### config.mk
export PLATFORM = sky130hd
export DESIGN_NAME = memory_access_unit
export DESIGN_NICKNAME = d
export VERILOG_FILES = /design/src/rtl/memory_access_unit.sv
export SDC_FILE = /design/constraint.sdc
export NUM_CORES = 1
export LEC_CHECK = 0
export ABC_AREA = 0
export BUFFER_PORTS_ARGS = -buffer_cell sky130_fd_sc_hd__buf_2
export CAP_MARGIN = 20
export CORE_ASPECT_RATIO = 0.6
export CORE_MARGIN = 2
export CORE_UTILIZATION = 53
export CTS_CLUSTER_DIAMETER = 40
export DETAILED_ROUTE_END_ITERATION = 6
export HOLD_SLACK_MARGIN = 0.02
export PLACE_DENSITY = 0.86
export SYNTH_ARGS = -nofsm -noshare
export SYNTH_HDL_FRONTEND = slang
export SYNTH_SLANG_ARGS = --single-unit
### constraint.sdc
create_clock -name clock -period 3.8 [get_ports clock]
set_input_delay 0.19 -clock clock [delete_from_list [all_inputs] [get_ports clock]]
set_output_delay 0.19 -clock clock [all_outputs]
set_load 0.03 [all_outputs]
### src/rtl/memory_access_unit.sv
// Load/store sequencer between the execute stage and a single-port
// synchronous word RAM. Sub-word stores run as read-modify-write.
module memory_access_unit #(
    parameter int unsigned ADDR_WIDTH = 12
) (
    input  logic                  clock,
    input  logic                  reset,
    input  logic                  reqValid,
    output logic                  reqReady,
    input  logic                  reqIsStore,
    input  logic [2:0]            reqFunct3,
    input  logic [31:0]           reqAddress,
    input  logic [31:0]           reqStoreData,
    output logic                  respValid,
    output logic [31:0]           respLoadData,
    output logic                  respError,
    output logic [1:0]            memMode,
    output logic [ADDR_WIDTH-1:0] memAddress,
    output logic                  memWriteEnable,
    output logic [31:0]           memWriteData,
    input  logic [31:0]           memReadData
);

    typedef enum logic [1:0] {
        MEM_NOP           = 2'b00,
        MEM_LOAD          = 2'b01,
        MEM_STORE_PRELOAD = 2'b10,
        MEM_STORE         = 2'b11
    } mem_mode_e;

    typedef enum logic [2:0] {
        S_IDLE,
        S_READ,
        S_CAPTURE,
        S_PRELOAD,
        S_MERGE,
        S_WRITE,
        S_ERR,
        S_RESP
    } state_e;

    state_e                state_q, state_d;
    logic [2:0]            funct3_q, funct3_d;
    logic [1:0]            byte_off_q, byte_off_d;
    logic [31:0]           store_data_q, store_data_d;
    logic                  err_q, err_d;
    logic [31:0]           load_data_q, load_data_d;
    logic [ADDR_WIDTH-1:0] mem_addr_q, mem_addr_d;

    logic                  req_illegal;
    logic                  req_misaligned;
    mem_mode_e             mode;
    logic                  write_en;

    // Request legality: funct3 decode per direction and natural alignment.
    always_comb begin
        req_illegal    = 1'b0;
        req_misaligned = 1'b0;
        if (reqIsStore) begin
            req_illegal = !(reqFunct3 == 3'b000 || reqFunct3 == 3'b001 ||
                            reqFunct3 == 3'b010);
        end else begin
            req_illegal = !(reqFunct3 == 3'b000 || reqFunct3 == 3'b001 ||
                            reqFunct3 == 3'b010 || reqFunct3 == 3'b100 ||
                            reqFunct3 == 3'b101);
        end
        if (reqFunct3[1:0] == 2'b01 && reqAddress[0]) begin
            req_misaligned = 1'b1;
        end
        if (reqFunct3[1:0] == 2'b10 && reqAddress[1:0] != 2'b00) begin
            req_misaligned = 1'b1;
        end
    end

    // Next-state, datapath and per-phase RAM control.
    always_comb begin
        state_d      = state_q;
        funct3_d     = funct3_q;
        byte_off_d   = byte_off_q;
        store_data_d = store_data_q;
        err_d        = err_q;
        load_data_d  = load_data_q;
        mem_addr_d   = mem_addr_q;
        mode         = MEM_NOP;
        write_en     = 1'b0;
        memWriteData = '0;

        case (state_q)
            S_IDLE: begin
                if (reqValid) begin
                    funct3_d     = reqFunct3;
                    byte_off_d   = reqAddress[1:0];
                    store_data_d = reqStoreData;
                    err_d        = req_illegal || req_misaligned;
                    if (req_illegal || req_misaligned) begin
                        state_d = S_ERR;
                    end else begin
                        mem_addr_d = reqAddress[ADDR_WIDTH+1:2];
                        if (!reqIsStore) begin
                            state_d = S_READ;
                        end else if (reqFunct3 == 3'b010) begin
                            state_d = S_WRITE;
                        end else begin
                            state_d = S_PRELOAD;
                        end
                    end
                end
            end
            S_READ: begin
                mode    = MEM_LOAD;
                state_d = S_CAPTURE;
            end
            S_CAPTURE: begin
                mode = MEM_LOAD;
                case (funct3_q)
                    3'b000: load_data_d = {{24{memReadData[{byte_off_q, 3'b111}]}},
                                           memReadData[{byte_off_q, 3'b000} +: 8]};
                    3'b100: load_data_d = {24'h0, memReadData[{byte_off_q, 3'b000} +: 8]};
                    3'b001: load_data_d = {{16{memReadData[{byte_off_q[1], 4'b1111}]}},
                                           memReadData[{byte_off_q[1], 4'b0000} +: 16]};
                    3'b101: load_data_d = {16'h0, memReadData[{byte_off_q[1], 4'b0000} +: 16]};
                    default: load_data_d = memReadData;
                endcase
                state_d = S_RESP;
            end
            S_PRELOAD: begin
                mode    = MEM_STORE_PRELOAD;
                state_d = S_MERGE;
            end
            S_MERGE: begin
                mode         = MEM_STORE;
                write_en     = 1'b1;
                memWriteData = memReadData;
                if (funct3_q[1:0] == 2'b00) begin
                    memWriteData[{byte_off_q, 3'b000} +: 8] = store_data_q[7:0];
                end else begin
                    memWriteData[{byte_off_q[1], 4'b0000} +: 16] = store_data_q[15:0];
                end
                state_d = S_RESP;
            end
            S_WRITE: begin
                mode         = MEM_STORE;
                write_en     = 1'b1;
                memWriteData = store_data_q;
                state_d      = S_RESP;
            end
            S_ERR: begin
                state_d = S_RESP;
            end
            S_RESP: begin
                state_d = S_IDLE;
            end
            default: begin
                state_d = S_IDLE;
            end
        endcase
    end

    // State and request registers; reset returns to IDLE with cleared outputs.
    always_ff @(posedge clock) begin
        if (!reset) begin
            state_q      <= S_IDLE;
            funct3_q     <= '0;
            byte_off_q   <= '0;
            store_data_q <= '0;
            err_q        <= 1'b0;
            load_data_q  <= '0;
            mem_addr_q   <= '0;
        end else begin
            state_q      <= state_d;
            funct3_q     <= funct3_d;
            byte_off_q   <= byte_off_d;
            store_data_q <= store_data_d;
            err_q        <= err_d;
            load_data_q  <= load_data_d;
            mem_addr_q   <= mem_addr_d;
        end
    end

    // Reset gates the strobes combinationally so an abort mid-store never writes.
    always_comb begin
        reqReady       = reset && (state_q == S_IDLE);
        respValid      = reset && (state_q == S_RESP);
        respError      = reset && (state_q == S_RESP) && err_q;
        memWriteEnable = reset && write_en;
        memMode        = mode;
        memAddress     = mem_addr_q;
        respLoadData   = load_data_q;
    end

endmodule

Yosys cells after proc, flatten, opt, wreduce, memory -nomap -nowiden
Cells that the tools add are included.
{"block": "totals", "register_bits": 85, "latchBits": 0, "ramBits": 0, "romBits": 0, "inputBits": 103, "out_inout_bits": 82, "word_cells": 77, "memories": 0}
{"block": "op_classes", "add_sub_neg": 2, "mul": 0, "div": 0, "n_lt_le_gt_ge": 2, "eq_ne": 17, "n_shift": 6, "n_mux": 19, "bitwise": 1, "n_reduce_logical": 23}
{"op": "$pmux W32 S4", "n": 1}
{"op": "$bwmux W32", "n": 2}
{"op": "$pmux W32 S2", "n": 1}
{"op": "$mux W32", "n": 1}
{"op": "$shift A16 B7 Y32 const A", "n": 1}
{"op": "$shift A8 B7 Y32 const A", "n": 1}
{"op": "$shiftx A16 B7 Y32", "n": 1}
{"op": "$shiftx A32 B6 Y16", "n": 1}
{"op": "$shiftx A32 B6 Y8", "n": 1}
{"op": "$shiftx A8 B7 Y32", "n": 1}
{"op": "$eq A3 B3 Y1 const B", "n": 8}
{"op": "$pmux W3 S5", "n": 1}
{"op": "$neg A5 Y7", "n": 2}
{"op": "$lt A5 B6 Y1 const B", "n": 2}
{"op": "$mux W3", "n": 4}
{"op": "$eq A3 B1 Y1 const B", "n": 3}
{"op": "$eq A3 B2 Y1 const B", "n": 3}
{"op": "$logic_not A3 Y1", "n": 3}
{"op": "$mux W1", "n": 7}
{"op": "$logic_and A1 B1 Y1", "n": 6}
{"op": "$pmux W2 S3", "n": 1}
{"op": "$logic_or A1 B1 Y1", "n": 5}
{"op": "$reduce_or A2 Y1", "n": 2}
{"op": "$reduce_or A4 Y1", "n": 1}
{"op": "10 further kinds", "n": 11}

Depth between registers and ports, before layout
Gate-level depths: netlist of the first run.
{"block": "logic_depth", "ltp_word": 11, "ltp_mapped": 7, "ltp_nobuf": 6}

Worst setup path after synthesis of the first run
OpenSTA, ideal clock, no wires.
{"block": "synth_timing", "path_kind": "reg2out", "startpoint": "reg byte_off_q[1]", "endpoint": "out memWriteData[24]", "arrival_ns": 2.419, "required_time_ns": 3.610, "setup_slack_ns": 1.191, "path_stages_with_launch": 6, "path_buffers": 0, "cell_sequence": "dfxtp_1 clkinv_1 ha_1 nor4_2 a221oi_1 o21ai_0"}
{"block": "synth_via", "elab_chain_cells": 5, "elab_cells_between_ends": 10, "classes_between": "2 x add/sub; 4 x shift; 4 x mux"}
{"element": "start: declaration", "line": "44", "source": "logic [1:0] byte_off_q, byte_off_d;"}
{"element": "start signal: assignment", "line": "172", "source": "byte_off_q <= byte_off_d;"}
{"element": "$neg A5 Y7, on equally long branches", "line": "137, 135"}
{"element": "$shiftx A16 B7 Y32, or another cell as far along", "line": "137", "source": "memWriteData[{byte_off_q[1], 4'b0000} +: 16] = store_data_q[15:0];"}
{"element": "$bwmux W32, on equally long branches", "line": "137, 135"}
{"element": "$mux W32 (*)", "line": "134", "source": "if (funct3_q[1:0] == 2'b00) begin"}
{"element": "$pmux W32 S2 (*)", "line": "88", "source": "case (state_q)"}
{"element": "end: declaration", "line": "20", "source": "output logic [31:0] memWriteData,"}
Mark *: on every way between the ends. The rest lies on a longest branch, timed or not.

Worst setup path after layout of the first run
{"block": "layout_timing", "startpoint": "reg byte_off_q[0]", "endpoint": "out memWriteData[6]"}
{"block": "layout_via", "elab_chain_cells": 5, "elab_cells_between_ends": 6, "classes_between": "1 x add/sub; 2 x shift; 3 x mux"}
{"element": "$neg A5 Y7 (*)", "line": "135", "source": "memWriteData[{byte_off_q, 3'b000} +: 8] = store_data_q[7:0];"}
{"element": "$shiftx A8 B7 Y32 or $shift A8 B7 Y32 (tied branches)", "line": "135"}
{"element": "$bwmux W32 (*)", "line": "135"}
{"element": "$mux W32 (*)", "line": "134"}
{"element": "$pmux W32 S2 (*)", "line": "88"}
Marked as above.

==> results of run 1 <==
==> worst paths after layout <==
check	depth (start not counted)	to	startpoint
worst max-delay path	6	memWriteData[6]	byte_off_q[0]
worst max register to register	4	respLoadData[25]	state_q[1]
worst min register to register	2	store_data_q[19]	store_data_q[19]
worst min-delay path	3	store_data_q[5]	reqStoreData[5]
==> synthesized netlist by cell type (all sizes together) (2+ instances only) <==
| library cell | number |
|---|---|
| nand2 | 137 |
| dfxtp | 85 |
| a21oi | 74 |
| o21ai | 63 |
| clkbuf | 39 |
| nand3 | 25 |
| nor2 | 19 |
| a221o | 14 |
| a22oi | 12 |
| and2 | 10 |
| buf | 10 |
| a221oi | 9 |
| a22o | 9 |
| inv | 9 |
| mux2 | 9 |
| o2bb2ai | 9 |
| a31oi | 7 |
| o22ai | 7 |
| ha | 5 |
| nor3 | 5 |
| a32o | 4 |
| nand2b | 4 |
| and3 | 3 |
| mux2i | 3 |
| nor2b | 3 |
| nor4 | 3 |
| a21o | 2 |
| clkinv | 2 |
| mux4 | 2 |
| nor3b | 2 |
| nor4b | 2 |
| o21a | 2 |
| or2 | 2 |
==> metal layers <==
| metal | share of wire [%] | up-vias | track usage, % |
|---|---|---|---|
| met2 | 42 | 349 | 48.1 |
| met5 | 0 | - | 0 |
| li1 | - | 2456 | - |
| met3 | 13 | 63 | 9.06 |
| met4 | 3.3 | 0 | 12.5 |
| met1 | 41 | 2425 | 47.0 |
==> kinds of logic (layout without fill, tap and decap cells) <==
group / after synthesis / count (layout) / share of synthesized area (%)
buffers and inverters: 60 / 201 / 5.29
AO/OA/AOI/OAI: 220 / 220 / 30.8
flip-flops: 85 / 85 / 37.1
multiplexers: 14 / 14 / 3.84
adder cells (fa/ha/maj): 5 / 5 / 1.36
AND/OR/NAND/NOR: 222 / 222 / 21.7
==> worst max-delay path: stages, from the launching register on <==
cell and delay (ps):
dfxtp_1 620, inv_1 210, ha_1 410, nand3b_1 190
a21oi_1 830, a22o_1 340, buf_2 220
==> layout by cell type, fill, tap and decap left out, drive strengths merged, types with 4 or more instances in the layout <==
cell,instances
nor3,5
a221o,14
nand2b,4
ha,5
dfxtp,85
nand3,25
buf,174
nand2,137
mux2,9
a32o,4
a31oi,7
and2,10
a22o,9
o21ai,63
a22oi,12
inv,10
bufinv,4
o22ai,7
nor2,19
a21oi,74
clkbuf,10
a221oi,9
o2bb2ai,9
==> flip-flops by register name (all words and copies together), names as in the netlist <==
signal,flops
respLoadData,32
state_q,3
memAddress,12
funct3_q,3
byte_off_q,2
store_data_q,32
err_q,1
==> through the flow <==
| step | cell area [µm²] | hold slack (ps) | total power, µW | std cells |
|---|---|---|---|---|
| final | 5800 | 81.0 | 3000 | 859 |
| after global routing | 5800 | 78.2 | 3120 | 859 |
| after CTS | 5790 | 76.1 | 2980 | 858 |
| after detailed placement | 5430 | 439 | 1920 | 842 |
| after global placement | 5430 | 432 | 1900 | 842 |
| after floorplan | 4590 | 326 | 1650 | 606 |
==> area by class of cell <==
type,instances,share of cell area [%]
clock buffers,10,3.95
inverters,11,0.712
well taps,112,2.42
flip-flops and latches,85,29.3
clock inverters,6,2.31
multi-input cells,461,45.8
repair buffers,174,15.4
==> power by group <==
group | internal [µW] | switching [µW] | total (µW)
sequential | 986 | 90.0 | 1080
combinational | 270 | 579 | 850
clock | 710 | 363 | 1070
==> impl_metrics.tcl, run 1 <==
set metrics [dict create \
    mappedNetlistNets 714 \
    fin_nets 850 \
    postSynth.topFlopCell "dfxtp_1" \
    clock_sinks 85 \
    grt_pass1_wl_um 24400 \
    cap_violations 0 \
    final_layout_size_suffix_gt1_share_pct 28.4 \
    post-route-drc-count 0 \
    area_taken_by_multi_input_logic_gates_mm2 0.00266 \
    finalWirelength_um 15900 \
    timing.final.crit_period_ps 3350 \
    synth_cell_types 53 \
    drt_iter0_drc 642 \
    die_height_um 76.1 \
    synth.yosys.seq_area_share_pct 37.1 \
    avg_inst_size_synth_um2 7.58 \
    sequential_cell_area_mm2 0.00170 \
    max_slew.worst_pin.slew_ps 1040 \
    report.final.slew_viol_count 0 \
    yosysTopAreaCellShare_pct 37.1 \
    total_leakage_power_uw 0.00249 \
    clock_tree.root_cell "clkbuf_16" \
    finalWeightedCongestion 0.986 \
    synthCells 606 \
    finClkSkew_ps 4.44 \
    clkSlewWorstSetupHoldPaths_ps 60 \
    timing.critical_path.from_type "flop" \
    fp.dieArea_mm2 0.00945 \
    layout-area-overhead-vs-synth_pct 26.3 \
    globalRouteOverflowTotal 0 \
    r2r_setup_slk_ps 1340 \
    min-delay-path-class "primary input to flop" \
    critPathKind "flop to output port" \
    buffer_ports.inserted 166 \
    fp.dieW_um 124 \
    holdBufCountCts 0 \
    grt.total_usage_pct 33.2 \
    vias_per_cell 6.16 \
    worst_ir_drop_vdd_uv 317 \
    share_of_synthesized_flip_flops_with_an_asynchronous_set_or_reset_pct 0 \
    clock_latency_ps 340 \
    clock_tree_from_tritoncts "done" \
    required_worst_endpoint_ps 3610 \
    n_antenna_cell 0 \
    cts_inserted_buffers 9 \
    cp_data_arrival_time_ps 3160 \
    synth_area_leaders "dfxtp_1 37%, nand2_1 11%, a21oi_1 8.0%" \
    yosys_warnings 0 \
    dr_wl_cell_um 18.5 \
    clock_tree.buffer_depth 2 \
    post-route-util_pct 68.6 \
    yosysTopAreaCell "dfxtp_1" \
    setup_violations 0 \
    cts-htree-levels 3 \
    floorplan.initialDensity_pct 54.3 \
    core_area_mm2 0.00846 \
    timing.setup.tns_ps 0 \
    detail-route-antenna-nets 0 \
    synth_edf_count 0 \
    fillCellCount 726 \
    row_count 26 \
    grt_antenna_before_repair 0 \
    rsz0062_at_grt "no" \
    report.final.hold_viol_count 0 \
    setup_bufs_post_cts 0 \
    power_density_mw_per_mm2 517 \
    pin_count_of_the_biggest_net_entering_global_routing 60 \
    syn_area_mm2 0.00459 \
    detailroute.via_count 5293 \
    detail_route.first_pass.iterations 5 \
    fmaxAchievable_mhz 299 \
    dpl.hpwl_um 11300 \
    io_pins 185 \
    preCtsSetupSlack_ps 962 \
    synth_seq_cells 85 \
    post-route-worst-setup-slack_ps 450 \
    timing.critical_path.to_type "output port" \
    grt_pass1_vias 4745 \
    worstPathMaxFanout 12 \
    run_status "completed" \
    cts_repair_resize_count 0 \
    relSlewSlack_pct 30.9 \
    timing.final.crit_share_pct 88.2 \
]
No activity file was read; power rests on OpenSTA's default activity.
==> run 2: changes to the inputs <==
--- a/config.mk
+++ b/config.mk
@@ -6,14 +6,14 @@
 export NUM_CORES = 1
 export LEC_CHECK = 0
-export ABC_AREA = 0
+export ABC_AREA = 1
 export BUFFER_PORTS_ARGS = -buffer_cell sky130_fd_sc_hd__buf_2
 export CAP_MARGIN = 20
 export CORE_ASPECT_RATIO = 0.6
 export CORE_MARGIN = 2
-export CORE_UTILIZATION = 53
+export CORE_UTILIZATION = 55
 export CTS_CLUSTER_DIAMETER = 40
 export DETAILED_ROUTE_END_ITERATION = 6
 export HOLD_SLACK_MARGIN = 0.02
-export PLACE_DENSITY = 0.86
+export PLACE_DENSITY = 0.87
 export SYNTH_ARGS = -nofsm -noshare
 export SYNTH_HDL_FRONTEND = slang
==> constraint.sdc (replaced) <==
create_clock -name clock -period 3.8 [get_ports clock]
set_input_delay 0.19 -clock clock [delete_from_list [all_inputs] [get_ports clock]]
set_output_delay 0.19 -clock clock [all_outputs]
set_load 0.005 [all_outputs]
==> run 2 against run 1 <==
Compared with the run above: fmax rose by 15%; total power rose by 23%; final cell count rose by 23%; first-iteration DRC count rose by 1.4%; clock skew fell by 1.1 ps; combinational power rose by 78%; count of clock-buffer cells in the layout fell by 1; area after synthesis rose by 13%; setup slack improved by 430 ps; register-to-register slack improved by 180 ps; clock power fell by 10%; largest power group is now combinational logic.
==> impl_metrics.tcl, run 2 <==
set metrics [dict create \
    die_height_um 79.3 \
    yosysTopAreaCellShare_pct 32.8 \
    run_status "completed" \
    netSwitchingFraction_pct 40.9 \
    setup_bufs_post_cts 0 \
    fp.dieArea_mm2 0.0103 \
    yosysTopAreaCell "dfxtp_1" \
    floorplan.initialDensity_pct 56.5 \
    share_seq_of_total_power_pct 33.0 \
    n_antenna_cell 0 \
    cp_data_arrival_time_ps 2730 \
    timing.rr.start "funct3_q[1]" \
    rsz0062_at_grt "no" \
    total_leakage_power_uw 0.00298 \
    mappedNetlistNets 902 \
    grt_pass1_wl_um 25700 \
    post_synth_most_frequent_cells "150 x nand2_1, 112 x o21ai_0, 96 x a21oi_1, 85 x dfxtp_1, 77 x inv_1" \
    syn_area_mm2 0.00519 \
    share_of_synthesized_flip_flops_with_an_asynchronous_set_or_reset_pct 0 \
    worstPathMaxFanout 16 \
    report.final.hold_viol_count 0 \
    postSynth.topFlopCell "dfxtp_1" \
    mostFrequentLayoutCells "166 x buf_2, 150 x nand2_1, 112 x o21ai_0" \
    power_frac_comb_pct 41.0 \
    post-route-cell-area_mm2 0.00625 \
    min-delay-path-class "primary input to flop" \
    fin_nets 1027 \
    clock_tree_from_tritoncts "done" \
    cpPeakStageDelay_ps 690 \
    path_cells "inv_1 -> ha_1 -> inv_1 -> nand3_1 -> o221ai_1 -> nand3_1 -> nand2_1 -> buf_2" \
    clock_latency_ps 340 \
    post-synth-top-count-cell "nand2_1" \
    synth_seq_cells 85 \
    dr_wl_cell_um 16.0 \
    synth_area_leaders "dfxtp_1 33%, nand2_1 11%, o21ai_0 11%" \
    buffer_ports.inserted 166 \
    finClkSkew_ps 3.35 \
    post-route-drc-count 0 \
    timing.critical_path.from_type "flop" \
    timing.hold.worst.start "reqStoreData[16]" \
    synth_edf_count 0 \
    finalWeightedCongestion 1.03 \
    critPathSlowestCell "dfxtp_1" \
    switchingPower_uw 1510 \
    clkSlewWorstSetupHoldPaths_ps 70 \
    synth.yosys.seq_area_share_pct 32.8 \
    drt_iter0_drc 651 \
    worst_ir_drop_vdd_uv 318 \
    vias_per_cell 5.76 \
    pin_count_of_the_biggest_net_entering_global_routing 77 \
    clock_network_fraction_of_total_power_pct 26.1 \
    io_pins 185 \
    cp_top_family "buffers and inverters" \
    yosys_warnings 0 \
    synth_cell_types 33 \
    clock_tree.root_cell "clkbuf_16" \
    grt_antenna_before_repair 0 \
    cts_repair_resize_count 0 \
    detailroute.via_count 6076 \
    timing.setup.tns_ps 0 \
    finalWirelength_um 16800 \
    commonest_non_fill_non_tap_cell_in_the_layout "buf_2" \
    fillCellCount 895 \
    area_taken_by_multi_input_logic_gates_mm2 0.00288 \
    critPathKind "flop to output port" \
    power_density_mw_per_mm2 591 \
    cp_num_buf_inv 3 \
    max_slew.worst_pin.slew_ps 1080 \
    p_int_uw 2180 \
    globalRouteOverflowTotal 0 \
    clock_sinks 85 \
    timing.critical_path.to_type "output port" \
    holdBufCountCts 0 \
    layout-area-overhead-vs-synth_pct 20.4 \
    cts-htree-levels 3 \
    sequential_cell_area_mm2 0.00170 \
    report.final.slew_viol_count 0 \
    grt.total_usage_pct 32.1 \
    required_worst_endpoint_ps 3610 \
    cap_violations 0 \
    relSlewSlack_pct 27.6 \
    timing.final.crit_period_ps 2920 \
    setup_violations 0 \
    fmaxAchievable_mhz 343 \
    core_area_mm2 0.00919 \
    detail-route-antenna-nets 0 \
    timing.final.crit_share_pct 76.8 \
    cts_inserted_buffers 9 \
    final_layout_size_suffix_gt1_share_pct 22.0 \
    clock_tree.buffer_depth 2 \
    grt_pass1_vias 5083 \
    synthCells 794 \
    avg_inst_size_synth_um2 6.54 \
    fp.dieW_um 129 \
    detail_route.first_pass.iterations 6 \
    worst_setup_path_startpoint "byte_off_q[0]" \
    place_area_mm2 0.00593 \
    row_count 27 \
    dpl.hpwl_um 12100 \
]
[run 2: changes by cell type after synthesis, moves of 11 or more]
| cell | before | now |
|---|---|---|
| o21ai_0 | 60 | 112 |
| nor2_1 | 19 | 39 |
| clkbuf_1 | 39 | 19 |
| o21ai_1 | 3 | 14 |
| nand2_1 | 137 | 150 |
| inv_1 | 9 | 77 |
| o21bai_1 | 0 | 16 |
| buf_2 | 8 | 25 |
| nand3_1 | 25 | 76 |
| a21oi_1 | 73 | 96 |
| a221o_1 | 14 | 0 |
| a22oi_1 | 12 | 0 |
| o211ai_1 | 0 | 18 |
| o221ai_1 | 0 | 16 |
[run 2: cell type report]
type | count | share of cell area, %
clock buffer | 9 | 3.60
clock inverter | 7 | 1.56
inverter | 84 | 5.08
multi-input combinational | 569 | 46.1
sequential | 85 | 27.2
tap | 130 | 2.60
timing repair buffer | 170 | 13.8
[run 2: path summary, 6_finish.rpt]
kind | endpoint | slack, ps | depth (start not counted)
min | store_data_q[16] | 90 | 3
max reg2reg | respLoadData[0] | 1520 | 6
max | memWriteData[28] | 880 | 8
min reg2reg | memAddress[2] | 460 | 2
[run 2: power by group through the flow]
stage	Sequential, µW	Combinational [µW]	Clock (µW)
5_1_grt	1230	1700	1000
3_5_place_dp	1230	1470	0
2_1_floorplan	1200	1080	0
6_report	1220	1510	963
3_3_place_gp	1220	1440	0
4_1_cts	1210	1480	961
[run 2: worst reg2reg max path, delay by kind of cell, from the launching register on]
| family | cells | cell delay (ps) |
|---|---|---|
| AND/OR/NAND/NOR | 4 | 1410 |
| flip-flops | 1 | 460 |
| AO/OA/AOI/OAI | 2 | 310 |
[run 2: through the flow]
stage / util [%] / std cells / total power (µW) / hold WS [ps] / setup slack, ps
after floorplan: - / 794 / 2280 / 333 / 1850
after global placement: 64.5 / 1038 / 2660 / 442 / 1350
after detailed placement: 64.5 / 1038 / 2700 / 448 / 1360
after CTS: 68.0 / 1054 / 3650 / 89.9 / 981
after global routing: 68.0 / 1054 / 3930 / 86.7 / 677
final: 68.0 / 1054 / 3690 / 93.4 / 882
[run 2: kinds of logic (layout without fill, tap and decap cells)]
group	after synthesis	in the layout	synth area share [%]
simple gates	281	281	23.6
compound gates	283	283	30.6
flops	85	85	32.8
buf+inv	140	270	11.9
fa+ha+maj	5	5	1.21
[run 2: routing by layer]
layer | share of wire (%) | GRT usage (%) | vias to the layer above
li1 | - | - | 2939
met3 | 14 | 11.7 | 41
met1 | 43 | 46.1 | 2723
met4 | 2.0 | 6.88 | 0
met2 | 41 | 45.8 | 373
met5 | 0 | 0 | -
